[config.mk]
export PLATFORM = sky130hd
export DESIGN_NAME = i2c_cfg_responder
export DESIGN_NICKNAME = d
export VERILOG_FILES = /design/src/rtl/i2c_cfg_responder.sv
export SDC_FILE = /design/constraint.sdc
export NUM_CORES = 1
export LEC_CHECK = 0
export CAP_MARGIN = 20
export CORE_MARGIN = 2
export CORE_UTILIZATION = 40
export DETAILED_ROUTE_END_ITERATION = 10
export MAX_ROUTING_LAYER = met4
export PLACE_DENSITY = 0.66
export SKIP_CTS_REPAIR_TIMING = 1
export SYNTH_ARGS = -nofsm -noshare
export SYNTH_HDL_FRONTEND = slang
export SYNTH_SLANG_ARGS = --single-unit
[constraint.sdc]
create_clock -name clk -period 8.7 [get_ports clk]
set_input_delay 1.305 -clock clk [delete_from_list [all_inputs] [get_ports clk]]
set_output_delay 1.305 -clock clk [all_outputs]
set_load 0.02 [all_outputs]
[src/rtl/i2c_cfg_responder.sv]
`default_nettype none
// ============================================================================
//  Module   : i2c_cfg_responder
//  Purpose  : I2C target emulating an 8-byte 24-series EEPROM config page,
//             with local preload (i_load) and observation (o_page_data).
//  Revision : 1.0  initial release
// ============================================================================
module i2c_cfg_responder #(
  parameter logic [6:0] DEV_ADDR    = 7'h50,
  parameter int         SYNC_STAGES = 2
) (
  input  logic        clk,
  input  logic        reset,
  input  logic        i_scl,
  input  logic        i_sda,
  output logic        o_sda,
  output logic        t_sda,
  input  logic        i_load,
  input  logic [63:0] i_page_data,
  output logic [63:0] o_page_data,
  output logic        o_wr_strobe,
  output logic [2:0]  o_wr_addr,
  output logic        o_busy
);

  localparam int SYNC_N = (SYNC_STAGES < 2) ? 2 : SYNC_STAGES;

  typedef enum logic [3:0] {
    ST_IDLE      = 4'd0,
    ST_DEV_ADDR  = 4'd1,
    ST_DEV_ACK   = 4'd2,
    ST_WORD_ADDR = 4'd3,
    ST_WORD_ACK  = 4'd4,
    ST_WR_DATA   = 4'd5,
    ST_WR_ACK    = 4'd6,
    ST_RD_DATA   = 4'd7,
    ST_RD_ACK    = 4'd8,
    ST_WAIT_STOP = 4'd9
  } state_t;

  logic [SYNC_N-1:0] scl_sync_q, scl_sync_d;
  logic [SYNC_N-1:0] sda_sync_q, sda_sync_d;
  logic              scl_prev_q, scl_prev_d;
  logic              sda_prev_q, sda_prev_d;

  state_t      state_q, state_d;
  logic [3:0]  bit_cnt_q, bit_cnt_d;
  logic [6:0]  shift_q, shift_d;
  logic [2:0]  ptr_q, ptr_d;
  logic        rw_q, rw_d;
  logic [7:0]  rd_byte_q, rd_byte_d;
  logic        drv_q, drv_d;
  logic        busy_q, busy_d;
  logic [63:0] page_q, page_d;
  logic        wr_strobe_q, wr_strobe_d;
  logic [2:0]  wr_addr_q, wr_addr_d;

  logic       scl_s, sda_s;
  logic       scl_rise, scl_fall, start_det, stop_det;
  logic [7:0] sh_in;
  logic       last_bit;
  logic [2:0] ptr_inc;
  logic [7:0] byte_at_ptr, byte_at_next;

  assign scl_s     = scl_sync_q[SYNC_N-1];
  assign sda_s     = sda_sync_q[SYNC_N-1];
  assign scl_rise  = scl_s & ~scl_prev_q;
  assign scl_fall  = ~scl_s & scl_prev_q;
  assign start_det = scl_s & scl_prev_q & sda_prev_q & ~sda_s;
  assign stop_det  = scl_s & scl_prev_q & ~sda_prev_q & sda_s;

  assign sh_in        = {shift_q, sda_s};
  assign last_bit     = (bit_cnt_q == 4'd7);
  assign ptr_inc      = ptr_q + 3'd1;
  assign byte_at_ptr  = page_q[{ptr_q, 3'b000} +: 8];
  assign byte_at_next = page_q[{ptr_inc, 3'b000} +: 8];

  always_comb begin
    scl_sync_d = {scl_sync_q[SYNC_N-2:0], i_scl};
    sda_sync_d = {sda_sync_q[SYNC_N-2:0], i_sda};
    scl_prev_d = scl_s;
    sda_prev_d = sda_s;
  end

  always_comb begin
    state_d     = state_q;
    bit_cnt_d   = bit_cnt_q;
    shift_d     = shift_q;
    ptr_d       = ptr_q;
    rw_d        = rw_q;
    rd_byte_d   = rd_byte_q;
    drv_d       = drv_q;
    busy_d      = busy_q;
    page_d      = page_q;
    wr_strobe_d = 1'b0;
    wr_addr_d   = wr_addr_q;

    if (start_det) begin
      state_d   = ST_DEV_ADDR;
      bit_cnt_d = 4'd0;
      drv_d     = 1'b0;
    end else if (stop_det) begin
      state_d   = ST_IDLE;
      bit_cnt_d = 4'd0;
      drv_d     = 1'b0;
      busy_d    = 1'b0;
    end else begin
      case (state_q)
        ST_IDLE: ;
        ST_DEV_ADDR: if (scl_rise) begin
          shift_d   = sh_in[6:0];
          bit_cnt_d = bit_cnt_q + 4'd1;
          if (last_bit) begin
            bit_cnt_d = 4'd0;
            if (sh_in[7:1] == DEV_ADDR) begin
              rw_d    = sh_in[0];
              busy_d  = 1'b1;
              state_d = ST_DEV_ACK;
            end else begin
              busy_d  = 1'b0;
              state_d = ST_WAIT_STOP;
            end
          end
        end
        // ACK phases: first SCL fall starts driving low, second one ends the ACK clock.
        ST_DEV_ACK: if (scl_fall) begin
          if (!drv_q) begin
            drv_d = 1'b1;
          end else if (rw_q) begin
            state_d   = ST_RD_DATA;
            rd_byte_d = byte_at_ptr;
            drv_d     = ~byte_at_ptr[7];
            bit_cnt_d = 4'd0;
          end else begin
            state_d   = ST_WORD_ADDR;
            drv_d     = 1'b0;
          end
        end
        ST_WORD_ADDR: if (scl_rise) begin
          shift_d   = sh_in[6:0];
          bit_cnt_d = bit_cnt_q + 4'd1;
          if (last_bit) begin
            bit_cnt_d = 4'd0;
            ptr_d     = sh_in[2:0];
            state_d   = ST_WORD_ACK;
          end
        end
        ST_WORD_ACK, ST_WR_ACK: if (scl_fall) begin
          if (!drv_q) begin
            drv_d = 1'b1;
          end else begin
            drv_d   = 1'b0;
            state_d = ST_WR_DATA;
          end
        end
        ST_WR_DATA: if (scl_rise) begin
          shift_d   = sh_in[6:0];
          bit_cnt_d = bit_cnt_q + 4'd1;
          if (last_bit) begin
            bit_cnt_d                    = 4'd0;
            page_d[{ptr_q, 3'b000} +: 8] = sh_in;
            wr_strobe_d                  = 1'b1;
            wr_addr_d                    = ptr_q;
            ptr_d                        = ptr_inc;
            state_d                      = ST_WR_ACK;
          end
        end
        ST_RD_DATA: begin
          if (scl_rise) begin
            bit_cnt_d = bit_cnt_q + 4'd1;
          end else if (scl_fall) begin
            if (bit_cnt_q == 4'd8) begin
              drv_d     = 1'b0;
              bit_cnt_d = 4'd0;
              state_d   = ST_RD_ACK;
            end else begin
              drv_d = ~rd_byte_q[3'd7 - bit_cnt_q[2:0]];
            end
          end
        end
        // bit_cnt marks that the initiator ACKed and the next byte is latched.
        ST_RD_ACK: begin
          if (scl_rise && bit_cnt_q == 4'd0) begin
            ptr_d = ptr_inc;
            if (sda_s) begin
              drv_d   = 1'b0;
              state_d = ST_WAIT_STOP;
            end else begin
              bit_cnt_d = 4'd1;
              rd_byte_d = byte_at_next;
            end
          end else if (scl_fall && bit_cnt_q == 4'd1) begin
            bit_cnt_d = 4'd0;
            drv_d     = ~rd_byte_q[7];
            state_d   = ST_RD_DATA;
          end
        end
        ST_WAIT_STOP: drv_d = 1'b0;
        default: begin
          state_d = ST_IDLE;
          drv_d   = 1'b0;
        end
      endcase
    end

    if (i_load) begin
      page_d = i_page_data;
    end
  end

  // Synchroniser resets to the idle-high bus level so release is not seen as an edge.
  always_ff @(posedge clk or posedge reset) begin
    if (reset) begin
      scl_sync_q  <= '1;
      sda_sync_q  <= '1;
      scl_prev_q  <= 1'b1;
      sda_prev_q  <= 1'b1;
      state_q     <= ST_IDLE;
      bit_cnt_q   <= 4'd0;
      shift_q     <= 7'd0;
      ptr_q       <= 3'd0;
      rw_q        <= 1'b0;
      rd_byte_q   <= 8'd0;
      drv_q       <= 1'b0;
      busy_q      <= 1'b0;
      page_q      <= 64'd0;
      wr_strobe_q <= 1'b0;
      wr_addr_q   <= 3'd0;
    end else begin
      scl_sync_q  <= scl_sync_d;
      sda_sync_q  <= sda_sync_d;
      scl_prev_q  <= scl_prev_d;
      sda_prev_q  <= sda_prev_d;
      state_q     <= state_d;
      bit_cnt_q   <= bit_cnt_d;
      shift_q     <= shift_d;
      ptr_q       <= ptr_d;
      rw_q        <= rw_d;
      rd_byte_q   <= rd_byte_d;
      drv_q       <= drv_d;
      busy_q      <= busy_d;
      page_q      <= page_d;
      wr_strobe_q <= wr_strobe_d;
      wr_addr_q   <= wr_addr_d;
    end
  end

  assign o_sda       = 1'b0;
  assign t_sda       = ~drv_q;
  assign o_page_data = page_q;
  assign o_wr_strobe = wr_strobe_q;
  assign o_wr_addr   = wr_addr_q;
  assign o_busy      = busy_q;

endmodule
`default_nettype wire
**Yosys cells after proc, flatten, opt, wreduce, memory -nomap -nowiden**

Index checks and enable logic that the tools add are counted.

- Bits in registers: 103
- Bits of input ports: 69
- Output and inout bits: 71

- Add/sub/neg operators: 4
- Order comparisons: 1
- Eq/ne operators: 46
- Shift-type cells: 4
- Multiplexer cells: 80
- Bitwise gates (word level): 17
- Reduce and logical (&&, ||, !) cells: 27

Operators with widths:

| cell | count |
|---|---|
| 64-bit 2-to-1 mux | 6 |
| 4-bit 2-to-1 mux | 32 |
| 64-bit by 7-bit indexed part select with 8-bit output | 2 |
| 64-bit bitwise mux | 1 |
| 8-bit by 8-bit variable shift with 64-bit output (first input constant) | 1 |
| 8-bit by 8-bit indexed part select with 64-bit output | 1 |
| 4-bit inequality test (second input constant) | 14 |
| 8-bit 2-to-1 mux | 5 |
| 4-bit one-hot mux with 8 select lines | 1 |
| 5-bit inequality test (second input constant) | 5 |
| 1-bit 2-to-1 mux | 24 |
| 2-bit inequality test (second input constant) | 11 |
| 4-bit by 3-bit equality test with 1-bit output (second input constant) | 5 |
| 3-bit 2-to-1 mux | 6 |
| 4-bit one-hot mux with 4 select lines | 1 |
| 8-bit one-hot mux with 2 select lines | 1 |
| 16-bit AND reduction | 1 |
| 8-bit AND reduction | 2 |
| 2-bit nonzero test | 7 |
| 4-bit equality test (second input constant) | 3 |
| 1-bit NOT | 10 |
| 5-bit AND reduction | 2 |
| 3-bit one-hot mux with 3 select lines | 1 |
| 9-bit AND reduction | 1 |
| other kinds (23) | 36 |

**Logic depth before layout (Yosys ltp)**

- Word-level depth: 10
- Depth in mapped cells: 11
- Mapped depth without buffers: 8

**Least setup slack after synthesis**

No wires, ideal clock.

- Kind: reg2reg
- Start: reg ptr_q[0]
- End: reg rd_byte_q[0]
- Library setup time: 125 ps
- Data arrival time: 2995 ps
- Required time: 8575 ps
- Slack: 5580 ps
- Cell stages (with the launch flop): 12
- Path buffers: 5
- Path through: dfrtp_1 buf_2 buf_2 buf_2 inv_1 ha_1 buf_2 clkbuf_1 mux4_2 nand2_1 a31oi_1 mux2_2

- Word-level cells in the longest chain between the ends: 5
- Elaborated cells between the ends (all ways): 9
- Classes of those cells: 1 x add/sub; 2 x shift; 6 x mux

RTL lines:

| item | line | source |
|---|---|---|
| from (decl) | 49 | `logic [2:0] ptr_q, ptr_d;` |
| from (signal assigned) | 237 | `ptr_q <= ptr_d;` |
| 3-bit by 1-bit adder with 3-bit output / 64-bit by 7-bit indexed part select with 8-bit output (equally long branches) | 74, 75 |  |
| 64-bit by 7-bit indexed part select with 8-bit output / 8-bit 2-to-1 mux (equally long branches) | 76, 129 |  |
| 8-bit 2-to-1 mux (on tied branches) | 185, 127 |  |
| 8-bit 2-to-1 mux (on tied branches) | 183, 126 |  |
| 8-bit one-hot mux with 2 select lines * | 108 | `case (state_q)` |
| to (signal assigned) | 239 | `rd_byte_q <= rd_byte_d;` |
| to (decl) | 51 | `logic [7:0] rd_byte_q, rd_byte_d;` |

Every way passes the cells marked *; elsewhere a longest branch is shown, timed or not. The select of a mux whose other input is x is not followed.
A chain may end at the register's enable or synchronous reset.

**Worst setup path in the final report**

- Start: reg ptr_q[1]
- End: reg page_q[35], in the netlist o_page_data[35]

- Word-level cells in the longest chain between the ends: 9
- Elaborated cells between the ends (all ways): 10
- Classes of those cells: 1 x add/sub; 2 x shift; 7 x mux

RTL lines:

| item | line | source |
|---|---|---|
| 6-bit negation with 8-bit output * | 161 | `page_d[{ptr_q, 3'b000} +: 8] = sh_in;` |
| 8-bit by 8-bit indexed part select with 64-bit output / 8-bit by 8-bit variable shift with 64-bit output (equally long branches) | 161 |  |
| 64-bit bitwise mux * | 161 |  |
| 64-bit 2-to-1 mux * | 159 | `if (last_bit) begin` |
| 64-bit 2-to-1 mux * | 156 | `ST_WR_DATA: if (scl_rise) begin` |
| 64-bit 2-to-1 mux * | 108 |  |
| 64-bit 2-to-1 mux * | 102 | `end else if (stop_det) begin` |
| 64-bit 2-to-1 mux * | 98 | `if (start_det) begin` |
| 64-bit 2-to-1 mux * | 206 | `if (i_load) begin` |
| to (signal assigned) | 242 | `page_q <= page_d;` |
| to (decl) | 54 | `logic [63:0] page_q, page_d;` |

Marked as above.

==> results.sh <==
export IMPL_status="complete, no violations"
export IMPL_critPathTopFamily="adder cells"
export IMPL_finalSetupTns_ns=0
export IMPL_seqPwrFrac_pct=45.4
export IMPL_drt_first_iter_violations=389
export IMPL_slew_headroom_pct=31.0
export IMPL_wire_per_inst_um=22.0
export IMPL_ir_drop_mv=0.0950
export IMPL_cts_tree="done"
export IMPL_cts_buffer_depth=2
export IMPL_routed_wl_mm=20.4
export IMPL_swShare_pct=31.3
export IMPL_hold_violations=0
export IMPL_grt_ovfl_total=0
export IMPL_yosys_area_top_type="dfrtp_1"
export IMPL_fp_dieArea_sq_um=17000
export IMPL_synth_edff_count=0
export IMPL_power_frac_comb_pct=23.1
export IMPL_portBuffers=138
export IMPL_drc_errors=0
export IMPL_clk_insertion_delay_late_ns=0.36
export IMPL_nNetsFinal=787
export IMPL_nFillCells=1417
export IMPL_antenna_found_initial=0
export IMPL_cp_num_buf_inv=1
export IMPL_worstHoldPathType="reg2reg"
export IMPL_start_util_pct=40.5
export IMPL_fp_dieH_um=130
export IMPL_highest_layer="met4"
export IMPL_gp_congestion=0.923
export IMPL_whs_ns=0.357
export IMPL_max_slew_worst_pin_slew_ns=1.03
export IMPL_cp_required_ns=9.00
export IMPL_netSwitchingPower_uw=401
export IMPL_first_global_vias=5570
export IMPL_yosys_cell_count_top_type="dfrtp_1"
export IMPL_crit_path_top_delay_cell="ha_1"
export IMPL_root_buffer="clkbuf_16"
export IMPL_vias_per_cell=5.98
export IMPL_drv_cap=0
export IMPL_power_density_nw_per_um2=157
export IMPL_track_usage_pct=25.9
export IMPL_fin_crit_sh_pct=42.1
export IMPL_critPathKind="reg2reg"
export IMPL_clkTransAtPathRegs_ns=0.07
export IMPL_cp_start_kind="flip-flop"
export IMPL_syn_nets=676
export IMPL_crit_path_cell_trace="inv_1, ha_1, nor2_1, nor4b_1, a21oi_1, a22oi_1, nand2_1"
export IMPL_max_stage_delay_ns=1.05
export IMPL_n_antenna_cell=0
export IMPL_h_tree_depth=3
export IMPL_p_int_uw=880
export IMPL_synth_cells=595
export IMPL_synth_seq_area_share_pct=40.6
export IMPL_synthAdderAreaFrac_pct=2.36
export IMPL_max_freq_ghz=0.273
export IMPL_setup_viol=0
export IMPL_cts_sink_count=103
export IMPL_synthArstFlopShare_pct=100
export IMPL_boundaryPins=140
export IMPL_dieWidth_um=130
export IMPL_placementRows=46
export IMPL_syn_area_per_cell_sq_um=10.7
export IMPL_muxShareOfSynthArea_pct=16.9
export IMPL_drt_met1_wl_mm=8.48
export IMPL_synth_top_area_share_pct=38.1
export IMPL_cp_end_kind="flip-flop"
export IMPL_synth_xor_xnor_area_share_pct=0.550
export IMPL_firstDrtPassIters=5
export IMPL_synth_simple_area_share_pct=18.1
export IMPL_dp_hpwl_mm=14.6
export IMPL_cts_made_buffers=9
export IMPL_p_clk_share_pct=31.4
export IMPL_antenna_left=0
export IMPL_arrival_ns=3.96
export IMPL_fin_worst_skew_ns=0.00686
export IMPL_period_minus_slack_ns=3.66
export IMPL_synth_commonest_cells="dfrtp_1, nand2_1, and2_1"
export IMPL_crit_fanout=21
export IMPL_grt_pass1_wl_mm=31.9
export IMPL_drive_above_1_share_pct=14.2
export IMPL_area_delta_synth_final_pct=28.1
export IMPL_ys_flop_type="dfrtp_1"
export IMPL_wl_met3_mm=1.38
export IMPL_ys_ff_latch=103
export IMPL_grt_setup_unrepaired="no"
export IMPL_grt_max_degree=74
export IMPL_drv_slew=0
export IMPL_vias=5545
export IMPL_netlist_area_sq_um=6370
export IMPL_synth_area_leaders="dfrtp_1, mux4_2, a221o_1, and2_1, nand2_1"
export IMPL_synth_warning_count=0
export IMPL_ys_types=74
export IMPL_synth_compound_area_share_pct=17.5
export IMPL_wl_met2_mm=9.90
export IMPL_core_area_sq_um=15700
export IMPL_total_leakage_power_nw=3.23
export IMPL_synth_top_family_by_area="simple AND/OR/NAND/NOR gates"
==> layout by cell type, fill, tap and decap left out, types with 3 or more instances in the layout <==
cell type	instances
clkdlybuf4s50_1	137
dfrtp_1	96
nand2_1	80
and2_1	50
a221o_1	48
mux4_2	34
mux2_2	19
o21ai_0	18
nor2_1	16
a21oi_1	14
ha_1	12
inv_1	11
a31oi_1	11
mux2i_1	10
nor3_1	9
a22oi_1	9
and3_1	9
clkbuf_16	9
nand3_1	8
nor2b_1	7
nor2_2	6
buf_4	6
dfstp_2	6
nand2b_1	5
a32o_1	4
nand3b_1	3
o21bai_1	3
o22ai_1	3
nand4_1	3
inv_6	3
==> final timing paths <==
check,from,depth (start not counted),slack (ns),endpoint
worst min-delay path,scl_sync_q[0]$_DFF_PP1_,0,0.36,scl_sync_q[1]$_DFF_PP1_
max in group asynchronous,reset,3,6.14,ptr_q[0]$_DFFE_PP0P_
min in group asynchronous,reset,2,1.39,o_page_data[1]$_DFFE_PP0P_
worst min register to register,scl_sync_q[0]$_DFF_PP1_,0,0.36,scl_sync_q[1]$_DFF_PP1_
worst max-delay path,ptr_q[1]$_DFFE_PP0P_,7,5.04,o_page_data[35]$_DFFE_PP0P_
worst max register to register,ptr_q[1]$_DFFE_PP0P_,7,5.04,o_page_data[35]$_DFFE_PP0P_
==> stage by stage <==
stage	power [mW]	util (%)	area (sq um)	instances	worst slack, ns
finish	1.28	51.9	8160	927	5.04
global route	1.34	51.9	8160	927	4.71
CTS	1.29	51.9	8160	927	4.95
detailed placement	0.886	50.1	7870	911	4.99
global placement	0.883	50.1	7870	911	5.14
floorplan	0.747	-	6370	595	4.70
==> power groups by stage <==
stage                     logic (mW)  registers (mW)  clock network [mW]
after detailed placement       0.296           0.589                   0
after global placement         0.294           0.589                   0
final                          0.297           0.582               0.403
after global routing           0.322           0.589               0.426
after CTS                      0.298           0.581               0.411
after floorplan                0.163           0.585                   0
==> kinds of logic after synthesis <==
family / Yosys count
flops: 103
mux: 63
other cells: 1
fa+ha+maj: 12
compound gates: 139
xor+xnor: 4
buf+inv: 58
simple gates: 215
==> routing by layer <==
metal | track usage (%) | vias to the layer above
li1 | - | 2484
met1 | 34.3 | 2735
met2 | 40.2 | 279
met3 | 3.65 | 47
met4 | 10.9 | 0
met5 | - | -
==> cell type report <==
| cell class | count | area [sq um] | area share [%] |
|---|---|---|---|
| timing repair buffer | 144 | 1420 | 17.4 |
| sequential | 103 | 2590 | 31.7 |
| inverter | 14 | 55.1 | 0.675 |
| tap | 216 | 270 | 3.31 |
| clock buffer | 10 | 239 | 2.93 |
| multi-input combinational | 434 | 3540 | 43.3 |
| clock inverter | 6 | 51.3 | 0.629 |
==> sequential cells by signal, summed over array words and instances, names as in the netlist <==
register,count
o_busy,1
state_q,4
bit_cnt_q,4
sda_sync_q,2
o_wr_strobe,1
drv_q,1
rw_q,1
shift_q,7
ptr_q,3
o_wr_addr,3
sda_prev_q,1
scl_prev_q,1
scl_sync_q,2
rd_byte_q,8
o_page_data,64
Note: power is estimated with default switching activity, not from simulation.
